**config.mk**
```make
export PLATFORM = sky130hd
export DESIGN_NAME = exception_pc_ctrl
export DESIGN_NICKNAME = d
export VERILOG_FILES = /design/src/rtl/exception_pc_ctrl_pkg.sv /design/src/rtl/exception_pc_ctrl.sv
export SDC_FILE = /design/constraint.sdc
export NUM_CORES = 1
export LEC_CHECK = 0
export ABC_CLOCK_PERIOD_IN_PS = 1300
export CAP_MARGIN = 20
export CORE_MARGIN = 2
export CORE_UTILIZATION = 34
export CTS_BUF_LIST = sky130_fd_sc_hd__clkbuf_2
export CTS_CLUSTER_SIZE = 28
export DETAILED_ROUTE_END_ITERATION = 8
export PLACE_DENSITY = 0.77
export SYNTH_ARGS = -nofsm -noshare
export SYNTH_HDL_FRONTEND = slang
export SYNTH_SLANG_ARGS = --single-unit
export TNS_END_PERCENT = 30
```
**constraint.sdc**
```tcl
create_clock -name clk -period 1.3 [get_ports clk]
set_input_delay 0.195 -clock clk [delete_from_list [all_inputs] [get_ports clk]]
set_output_delay 0.195 -clock clk [all_outputs]
set_load 0.01 [all_outputs]
```
**src/rtl/exception_pc_ctrl_pkg.sv**
```systemverilog
// Shared encodings for the exception/PC sequencer: next-PC select codes,
// exception cause codes, sequencer states and the default vector addresses.
package exception_pc_ctrl_pkg;

    localparam logic [2:0] PCS_JUMP   = 3'd0;
    localparam logic [2:0] PCS_RESULT = 3'd1;
    localparam logic [2:0] PCS_ALUOUT = 3'd2;
    localparam logic [2:0] PCS_MEM    = 3'd3;
    localparam logic [2:0] PCS_EPC    = 3'd4;

    localparam logic [31:0] VEC_INVALID_DEF = 32'd253;
    localparam logic [31:0] VEC_OVF_DEF     = 32'd254;
    localparam logic [31:0] VEC_DIV0_DEF    = 32'd255;

    typedef enum logic [1:0] {
        CAUSE_NONE    = 2'd0,
        CAUSE_INVALID = 2'd1,
        CAUSE_OVF     = 2'd2,
        CAUSE_DIV0    = 2'd3
    } exc_cause_e;

    typedef enum logic [1:0] {
        ST_IDLE     = 2'd0,
        ST_EXC_ADDR = 2'd1,
        ST_EXC_WAIT = 2'd2,
        ST_EXC_LOAD = 2'd3
    } state_e;

    // Invalid opcode outranks overflow, which outranks divide by zero.
    function automatic exc_cause_e exc_priority(input logic op_invalid,
                                                input logic overflow,
                                                input logic div_zero);
        exc_cause_e cause;
        cause = CAUSE_NONE;
        if (op_invalid) begin
            cause = CAUSE_INVALID;
        end else if (overflow) begin
            cause = CAUSE_OVF;
        end else if (div_zero) begin
            cause = CAUSE_DIV0;
        end
        return cause;
    endfunction

endpackage

```
**src/rtl/exception_pc_ctrl.sv**
```systemverilog
// Next-PC sequencer: zero-latency PC-update requests from the control FSM, and
// a multi-cycle exception entry (save EPC, fetch handler vector byte, load PC).
module exception_pc_ctrl
    import exception_pc_ctrl_pkg::*;
#(
    parameter logic [31:0] VEC_INVALID = VEC_INVALID_DEF,
    parameter logic [31:0] VEC_OVF     = VEC_OVF_DEF,
    parameter logic [31:0] VEC_DIV0    = VEC_DIV0_DEF,
    parameter int unsigned MEM_WAIT    = 1
) (
    input  logic        clk,
    input  logic        reset,
    input  logic        req_seq,
    input  logic        req_jump,
    input  logic        req_branch,
    input  logic        branch_cond,
    input  logic        req_rte,
    input  logic        op_invalid,
    input  logic        overflow,
    input  logic        div_zero,
    output logic [2:0]  pc_source,
    output logic        pc_write,
    output logic        epc_write,
    output logic [31:0] vec_addr,
    output logic        vec_read,
    output logic [1:0]  exc_cause,
    output logic        busy
);

    localparam logic [1:0] WAIT_LOAD = (MEM_WAIT == 0) ? 2'd0 : 2'(MEM_WAIT - 1);

    state_e      r_state;
    state_e      w_state_nxt;
    logic [1:0]  r_wait_cnt;
    logic [1:0]  w_wait_cnt_nxt;
    exc_cause_e  r_exc_cause;
    exc_cause_e  w_exc_cause_nxt;
    logic [31:0] r_vec_addr;
    logic [31:0] w_vec_addr_nxt;
    exc_cause_e  w_new_cause;

    assign w_new_cause = exc_priority(op_invalid, overflow, div_zero);

    always_comb begin
        w_state_nxt     = r_state;
        w_wait_cnt_nxt  = r_wait_cnt;
        w_exc_cause_nxt = r_exc_cause;
        w_vec_addr_nxt  = r_vec_addr;
        pc_source       = PCS_RESULT;
        pc_write        = 1'b0;
        epc_write       = 1'b0;
        vec_read        = 1'b0;

        case (r_state)
            ST_IDLE: begin
                // An exception swallows every request raised in the same cycle.
                if (w_new_cause != CAUSE_NONE) begin
                    epc_write       = 1'b1;
                    w_exc_cause_nxt = w_new_cause;
                    w_state_nxt     = ST_EXC_ADDR;
                    case (w_new_cause)
                        CAUSE_INVALID: w_vec_addr_nxt = VEC_INVALID;
                        CAUSE_OVF:     w_vec_addr_nxt = VEC_OVF;
                        default:       w_vec_addr_nxt = VEC_DIV0;
                    endcase
                end else if (req_rte) begin
                    pc_source       = PCS_EPC;
                    pc_write        = 1'b1;
                    w_exc_cause_nxt = CAUSE_NONE;
                end else if (req_jump) begin
                    pc_source = PCS_JUMP;
                    pc_write  = 1'b1;
                end else if (req_branch && branch_cond) begin
                    pc_source = PCS_ALUOUT;
                    pc_write  = 1'b1;
                end else if (req_seq) begin
                    pc_source = PCS_RESULT;
                    pc_write  = 1'b1;
                end
            end
            ST_EXC_ADDR: begin
                vec_read = 1'b1;
                if (MEM_WAIT == 0) begin
                    w_state_nxt = ST_EXC_LOAD;
                end else begin
                    w_wait_cnt_nxt = WAIT_LOAD;
                    w_state_nxt    = ST_EXC_WAIT;
                end
            end
            ST_EXC_WAIT: begin
                vec_read = 1'b1;
                if (r_wait_cnt == 2'd0) begin
                    w_state_nxt = ST_EXC_LOAD;
                end else begin
                    w_wait_cnt_nxt = r_wait_cnt - 2'd1;
                end
            end
            ST_EXC_LOAD: begin
                pc_source   = PCS_MEM;
                pc_write    = 1'b1;
                w_state_nxt = ST_IDLE;
            end
            default: begin
                w_state_nxt = ST_IDLE;
            end
        endcase
    end

    always_ff @(posedge clk or posedge reset) begin
        if (reset) begin
            r_state     <= ST_IDLE;
            r_wait_cnt  <= 2'd0;
            r_exc_cause <= CAUSE_NONE;
            r_vec_addr  <= 32'd0;
        end else begin
            r_state     <= w_state_nxt;
            r_wait_cnt  <= w_wait_cnt_nxt;
            r_exc_cause <= w_exc_cause_nxt;
            r_vec_addr  <= w_vec_addr_nxt;
        end
    end

    // The vector address is only presented while the fetch strobe is up.
    assign vec_addr  = vec_read ? r_vec_addr : 32'd0;
    assign exc_cause = r_exc_cause;
    assign busy      = (r_state != ST_IDLE);

endmodule

```
==> metrics.yaml, run 1 <==
critical_path:
  rr_startpoint: "r_state[0]$_DFFE_PP0P_"
  cell_with_the_largest_stage_delay_on_the_worst_path: "sky130_fd_sc_hd__dfrtp_1"
  path_max_fanout: 2
  worstSetupStartpoint: "r_state[0]$_DFFE_PP0P_"
  crit-reg2reg-capture: "r_state[1]$_DFFE_PP0P_"
  setup.worst_path.start_class: "register"
  arrival_time_of_the_worst_setup_path_ps: 1580
  timing.critical_path.cells: "inv_2 -> ha_4 -> buf_4 -> inv_4 -> a21oi_1 -> or3_1 -> buf_2"
  crit_path_end_kind: "output pin"
  critical_path.max_stage_delay_ps: 380
  worstSetupPathType: "reg2out"
  critPathBufInv: 4
  worst-endpoint-required_ps: 1110
  setup.reg_to_reg.worst_slack_ps: -280
  cp_top_family: "buffers and inverters"
  r2r.worst_path.cells: 7
clock_network:
  cts.reportedPaths.clkPinSlew_ps: 100
  cts.sink_count: 9
  tritoncts: "yes"
  worst_skew_pair_latency_ps: 240
  cts-hold-fix-buffers: 0
  tritoncts_buffer_count: 3
  cell_chosen_for_the_clock_root: "sky130_fd_sc_hd__clkbuf_2"
  cts_max_path_bufs: 2
  ctsHtreeMaxLevel: 1
detailed_routing:
  wl_um: 2120
  route.detailed.drc: 0
  drtPass1Iterations: 4
  vias: 750
  ant_nets: 0
  drt_first_iter_violations: 16
  post_drt_via_cell_ratio: 4.438
  avgRoutedWirePerCell_um: 12.54
sta:
  final-hold-violation-count: 0
  drv_slew: 0
  finalSetupViolCount: 21
  totalNegativeSetupSlack_ps: -5403
  fin_worst_skew_ps: 13.93
  hold_ws_ps: 203.3
  setup_repair_after_global_routing_missed_its_margin: "true"
  max_clock_freq_mhz: 564.3
  post-route-period-util: 1.363
  clock_period_minus_final_worst_setup_slack_ps: 1772
  timing.final.ws_setup_ps: -472.0
global_route:
  grt_pass1_wl_um: 2946
  globalRouteOverflowTotal: 0
  via_count_of_the_first_global_routing_pass: 687
  groute.usage.overall: 0.1457
  number_of_antenna_violations_at_the_first_check_in_global_routing: 0
  grt_start_max_net_pins: 10
floorplanning:
  core_area_mm2: 0.002212
  die_height_um: 52.53
  floorplan.initialDensity: 0.3620
  fp-row-count: 17
  dieWidth_um: 52.53
  die_area_mm2: 0.002759
  top_level_ports: 51
placed_design:
  finalWeightedCongestion: 0.7397
  dpl.hpwl_um: 1544
  dpl_worst_slack_ps: -791.7
  placement.io_buffers: 26
synth:
  synthesis.yosys.warnings: 0
  portion_of_the_post_synthesis_area_used_by_sequential_elements: 0.2813
  ys_types: 26
  mapped_cell_area_um2: 800.8
  number_of_synthesized_register_bits: 9
  postSynthCellCount: 91
  syn_area_per_cell_um2: 8.800
layout:
  area_growth_pct: 58.44
  fin_util: 0.5735
  mostFrequentLayoutCell: "sky130_fd_sc_hd__conb_1"
  num_antenna_cells: 0
  mostFrequentLayoutCells: "sky130_fd_sc_hd__conb_1, sky130_fd_sc_hd__buf_4, sky130_fd_sc_hd__buf_6"
  nets: 157
  final_layout_size_suffix_gt1_frac: 0.4965
run:
  timing.max_cap.violations: 0
run_status:
  violated_checks: "setup timing"
  run_status: "complete, but fails checks"
pwr:
  total_power_w: 0.003037
  static-leakage-power_nw: 0.6388
  cellPowerDensity_mw_per_mm2: 2394
  vdd_drop_max_uv: 1270
worst_hold_path:
  worst_hold_path_type: "in2async"
[area by class of cell]
type / instances / area, um^2
flip-flops and latches: 9 / 225.2
clock buffers: 3 / 15.01
repair buffers: 52 / 434.2
inverters: 9 / 36.28
fillers: 199 / 943.4
well taps: 28 / 35.03
clock inverters: 1 / 5.005
multi-input cells: 67 / 518.0
[what timing repair did]
item / CTS / global route
pin swaps: 6 / 8
setup buffers: 5 / 6
endpoints found under the setup margin: 24 / 23
gates resized for setup: 80 / 20
[cells by family (layout without fill, tap and decap cells)]
group,after synthesis,count (layout),share of synthesized area
flops,9,9,0.2813
buf+inv,38,65,0.3141
simple gates,17,17,0.1359
other cells,1,24,0.004683
fa+ha+maj,5,5,0.07813
compound gates,19,19,0.1563
xor+xnor,1,1,0.01094
mux,1,1,0.01874
[flip-flops by register name, summed over array words and instances (netlist names)]
signal,flops
r_wait_cnt,2
exc_cause,2
r_state,2
r_vec_addr,3
[cells in the mapped netlist]
cell                       instances  area (um^2)
sky130_fd_sc_hd__ha_1              5        62.56
sky130_fd_sc_hd__and3b_2           1        10.01
sky130_fd_sc_hd__mux2_4            1        15.01
sky130_fd_sc_hd__nand2_1           2        7.510
sky130_fd_sc_hd__dfrtp_1           9        225.2
sky130_fd_sc_hd__o22a_2            1        10.01
sky130_fd_sc_hd__a211o_1           1        8.760
sky130_fd_sc_hd__conb_1            1        3.750
sky130_fd_sc_hd__or3_1             1        6.260
sky130_fd_sc_hd__o211ai_1          1        7.510
sky130_fd_sc_hd__a41oi_1           1        8.760
sky130_fd_sc_hd__o21ai_0           4        20.02
sky130_fd_sc_hd__and2_1            3        18.77
sky130_fd_sc_hd__xnor2_1           1        8.760
sky130_fd_sc_hd__buf_4            29        217.7
sky130_fd_sc_hd__a21oi_1           6        30.03
sky130_fd_sc_hd__or2_2             2        12.51
sky130_fd_sc_hd__nor2_1            5        18.77
sky130_fd_sc_hd__nor4b_4           1        23.77
sky130_fd_sc_hd__o21a_1            1        7.510
sky130_fd_sc_hd__o31ai_1           2        15.01
sky130_fd_sc_hd__inv_1             9        33.78
sky130_fd_sc_hd__a21oi_2           1        8.760
sky130_fd_sc_hd__nand2b_1          1        6.260
sky130_fd_sc_hd__a22o_1            1        8.760
sky130_fd_sc_hd__nor3_1            1        5.000
[power by group]
group | switching, W | internal, W | leakage [nW]
clock | 0.0000975 | 0.0000697 | 0.0164
sequential | 0.0000571 | 0.000376 | 0.106
combinational | 0.00111 | 0.00133 | 0.516
total | 0.00126 | 0.00178 | 0.639
[worst register-to-register path, stage by stage (launching register included)]
cell                      delay (ps)
sky130_fd_sc_hd__dfrtp_1         380
sky130_fd_sc_hd__inv_2            60
sky130_fd_sc_hd__ha_4            160
sky130_fd_sc_hd__nor4b_4         130
sky130_fd_sc_hd__buf_4           160
sky130_fd_sc_hd__buf_4           140
sky130_fd_sc_hd__a21oi_4         130
sky130_fd_sc_hd__mux2_4          320
[per-stage QoR]
step	area (um^2)	instances
after floorplan	900.9	114
after global placement	1114	157
after detailed placement	1114	157
after CTS	1152	166
after global routing	1269	169
final	1269	169
[per-layer routing]
metal | GRT usage | wire length (um) | vias up
li1 | - | - | 352
met1 | 0.1371 | 669 | 350
met2 | 0.2979 | 1215 | 42
met3 | 0.04000 | 195 | 6
met4 | 0.03846 | 39 | 0
met5 | 0 | 0 | -
[how the worst max path moves through the flow]
| stage | end | slack [ps] | cells past startpoint |
|---|---|---|---|
| final | pc_source[0] | -470 | 7 |
| after global routing | pc_source[1] | -590 | 7 |
| after CTS | pc_write | -440 | 7 |
| after detailed placement | pc_source[0] | -790 | 5 |
| after global placement | pc_source[1] | -790 | 5 |
| after floorplan | pc_source[1] | -120 | 5 |
(Power assumes the default switching activity.)
==> run 2: changes to the inputs <==
Settings changed: PLACE_DENSITY 0.77 to 0.79, SKIP_CTS_REPAIR_TIMING set to 1.
==> run 2 against run 1 <==
  * Worst setup slack worse by 67 ps
  * Critical path depth increased by 1
  * Sequential power down 1%
  * Highest routed layer is now met3
  * Critical path type unchanged
  * The run still ends with setup timing left
  * Flip-flop and latch count did not move
  * Hold slack got worse by 9.4 ps
  * Via count is 11% lower
  * Combinational power down 18%
  * Critical endpoint is now pc_source[1]
==> metrics.yaml, run 2 (synthesized netlist as in run 1, its figures left out) <==
run_status:
  run_status: "complete, but fails checks"
  violated_checks: "setup timing"
global_route:
  groute.usage.overall: 0.1224
  grt_pass1_wl_um: 2484
  via_count_of_the_first_global_routing_pass: 561
  number_of_antenna_violations_at_the_first_check_in_global_routing: 0
  globalRouteOverflowTotal: 0
  grt_start_max_net_pins: 10
worst_hold_path:
  worst_hold_path_type: "in2async"
placed_design:
  finalWeightedCongestion: 0.8608
  dpl.hpwl_um: 1355
  dpl_cell_area_mm2: 0.001091
  placement.io_buffers: 26
sta:
  setup_repair_after_global_routing_missed_its_margin: "true"
  max_clock_freq_mhz: 543.8
  final-hold-violation-count: 0
  finalSetupViolCount: 20
  drv_slew: 0
  timing.final.ws_setup_ps: -538.8
  post-route-period-util: 1.414
  fin_worst_skew_ps: 3.276
  clock_period_minus_final_worst_setup_slack_ps: 1839
detailed_routing:
  route.detailed.drc: 0
  drtPass1Iterations: 4
  avgRoutedWirePerCell_um: 10.77
  post_drt_via_cell_ratio: 4.074
  ant_nets: 0
  drt_first_iter_violations: 4
  wl_um: 1756
  vias: 664
critical_path:
  worstSetupPathType: "reg2out"
  setup.worst_path.start_class: "register"
  worstSetupStartpoint: "r_state[0]$_DFFE_PP0P_"
  setup.reg_to_reg.worst_slack_ps: -380
  worst-endpoint-required_ps: 1110
  crit_path_end_kind: "output pin"
  rr_startpoint: "r_state[1]$_DFFE_PP0P_"
  cell_with_the_largest_stage_delay_on_the_worst_path: "sky130_fd_sc_hd__dfrtp_1"
  critical_path.max_stage_delay_ps: 400
  path_max_fanout: 3
  arrival_time_of_the_worst_setup_path_ps: 1640
  timing.critical_path.cells: "inv_2 -> ha_4 -> nor4b_4 -> buf_4 -> buf_6 -> a41oi_2 -> nor2_1 -> buf_2"
pwr:
  cellPowerDensity_mw_per_mm2: 2246
  vdd_drop_max_uv: 1773
  total_power_w: 0.002597
  static-leakage-power_nw: 0.6042
run:
  timing.max_cap.violations: 0
floorplanning:
  top_level_ports: 51
  die_area_mm2: 0.002759
  floorplan.initialDensity: 0.3620
  dieWidth_um: 52.53
  die_height_um: 52.53
  fp-row-count: 17
  core_area_mm2: 0.002212
clock_network:
  cts.reportedPaths.clkPinSlew_ps: 100
  cts_max_path_bufs: 2
  tritoncts_buffer_count: 3
  tritoncts: "yes"
  ctsHtreeMaxLevel: 1
  cell_chosen_for_the_clock_root: "sky130_fd_sc_hd__clkbuf_2"
  cts.sink_count: 9
  worst_skew_pair_latency_ps: 250
layout:
  mostFrequentLayoutCells: "sky130_fd_sc_hd__conb_1, sky130_fd_sc_hd__buf_4, sky130_fd_sc_hd__buf_2"
  max_flop_register: "r_vec_addr"
  stdcell_area_mm2: 0.001156
  area_growth_pct: 44.38
  nets: 151
  mostFrequentLayoutCell: "sky130_fd_sc_hd__conb_1"
  final_layout_size_suffix_gt1_frac: 0.4296
  num_antenna_cells: 0
  largest_register_ffs: 3
-- run 2: path summary, 6_finish.rpt --
| check | endpoint | depth (start not counted) |
|---|---|---|
| max | pc_source[1] | 8 |
| min | r_state[1]$_DFFE_PP0P_ | 2 |
| max reg2reg | r_state[1]$_DFFE_PP0P_ | 8 |
| min reg2reg | r_vec_addr[6]$_DFFE_PP0P_ | 1 |
| max in group asynchronous | r_vec_addr[1]$_DFFE_PP0P_ | 2 |
| min in group clk | r_vec_addr[6]$_DFFE_PP0P_ | 1 |
-- run 2: stage by stage --
stage,hold WS [ps],setup slack [ps],setup TNS (ps),std cells,utilization
2_1_floorplan,22.92,-119.6,-358.9,114,-
3_5_place_dp,450.5,-820.8,-8060,154,0.4932
3_3_place_gp,443.4,-781.0,-7642,154,0.4932
4_1_cts,198.2,-917.5,-11030,158,0.5023
6_report,193.9,-538.8,-4500,163,0.5226
5_1_grt,212.4,-686.4,-6112,163,0.5226
-- run 2: report_power, final --
| group | internal, W | switching [W] |
|---|---|---|
| combinational | 0.00108 | 0.000913 |
| clock | 0.0000696 | 0.000107 |
| sequential | 0.000376 | 0.0000510 |
| total | 0.00153 | 0.00107 |
-- run 2: area by class of cell --
| cell class | count | area [um^2] |
|---|---|---|
| Clock buffer | 3 | 15.01 |
| Clock inverter | 1 | 5.005 |
| Fill cell | 219 | 1056 |
| Inverter | 9 | 36.28 |
| Multi-Input combinational cell | 67 | 465.4 |
| Sequential cell | 9 | 225.2 |
| Tap cell | 28 | 35.03 |
| Timing Repair Buffer | 46 | 374.1 |
-- run 2: critical path: cells and delay by family, from the launching register on --
family	cells	cell delay (ps)
buffers and inverters	4	470
DFF	1	400
and+or+nand+nor	2	290
adders and majority gates	1	130
AOI/OAI and AO/OA	1	90
-- run 2: per-layer routing --
layer | part of all wire | GRT usage | vias up
li1 | - | - | 337
met1 | 0.42 | 0.1599 | 286
met2 | 0.46 | 0.1854 | 41
met3 | 0.11 | 0.06286 | 0
met4 | 0 | 0.01282 | 0
met5 | 0 | 0 | -
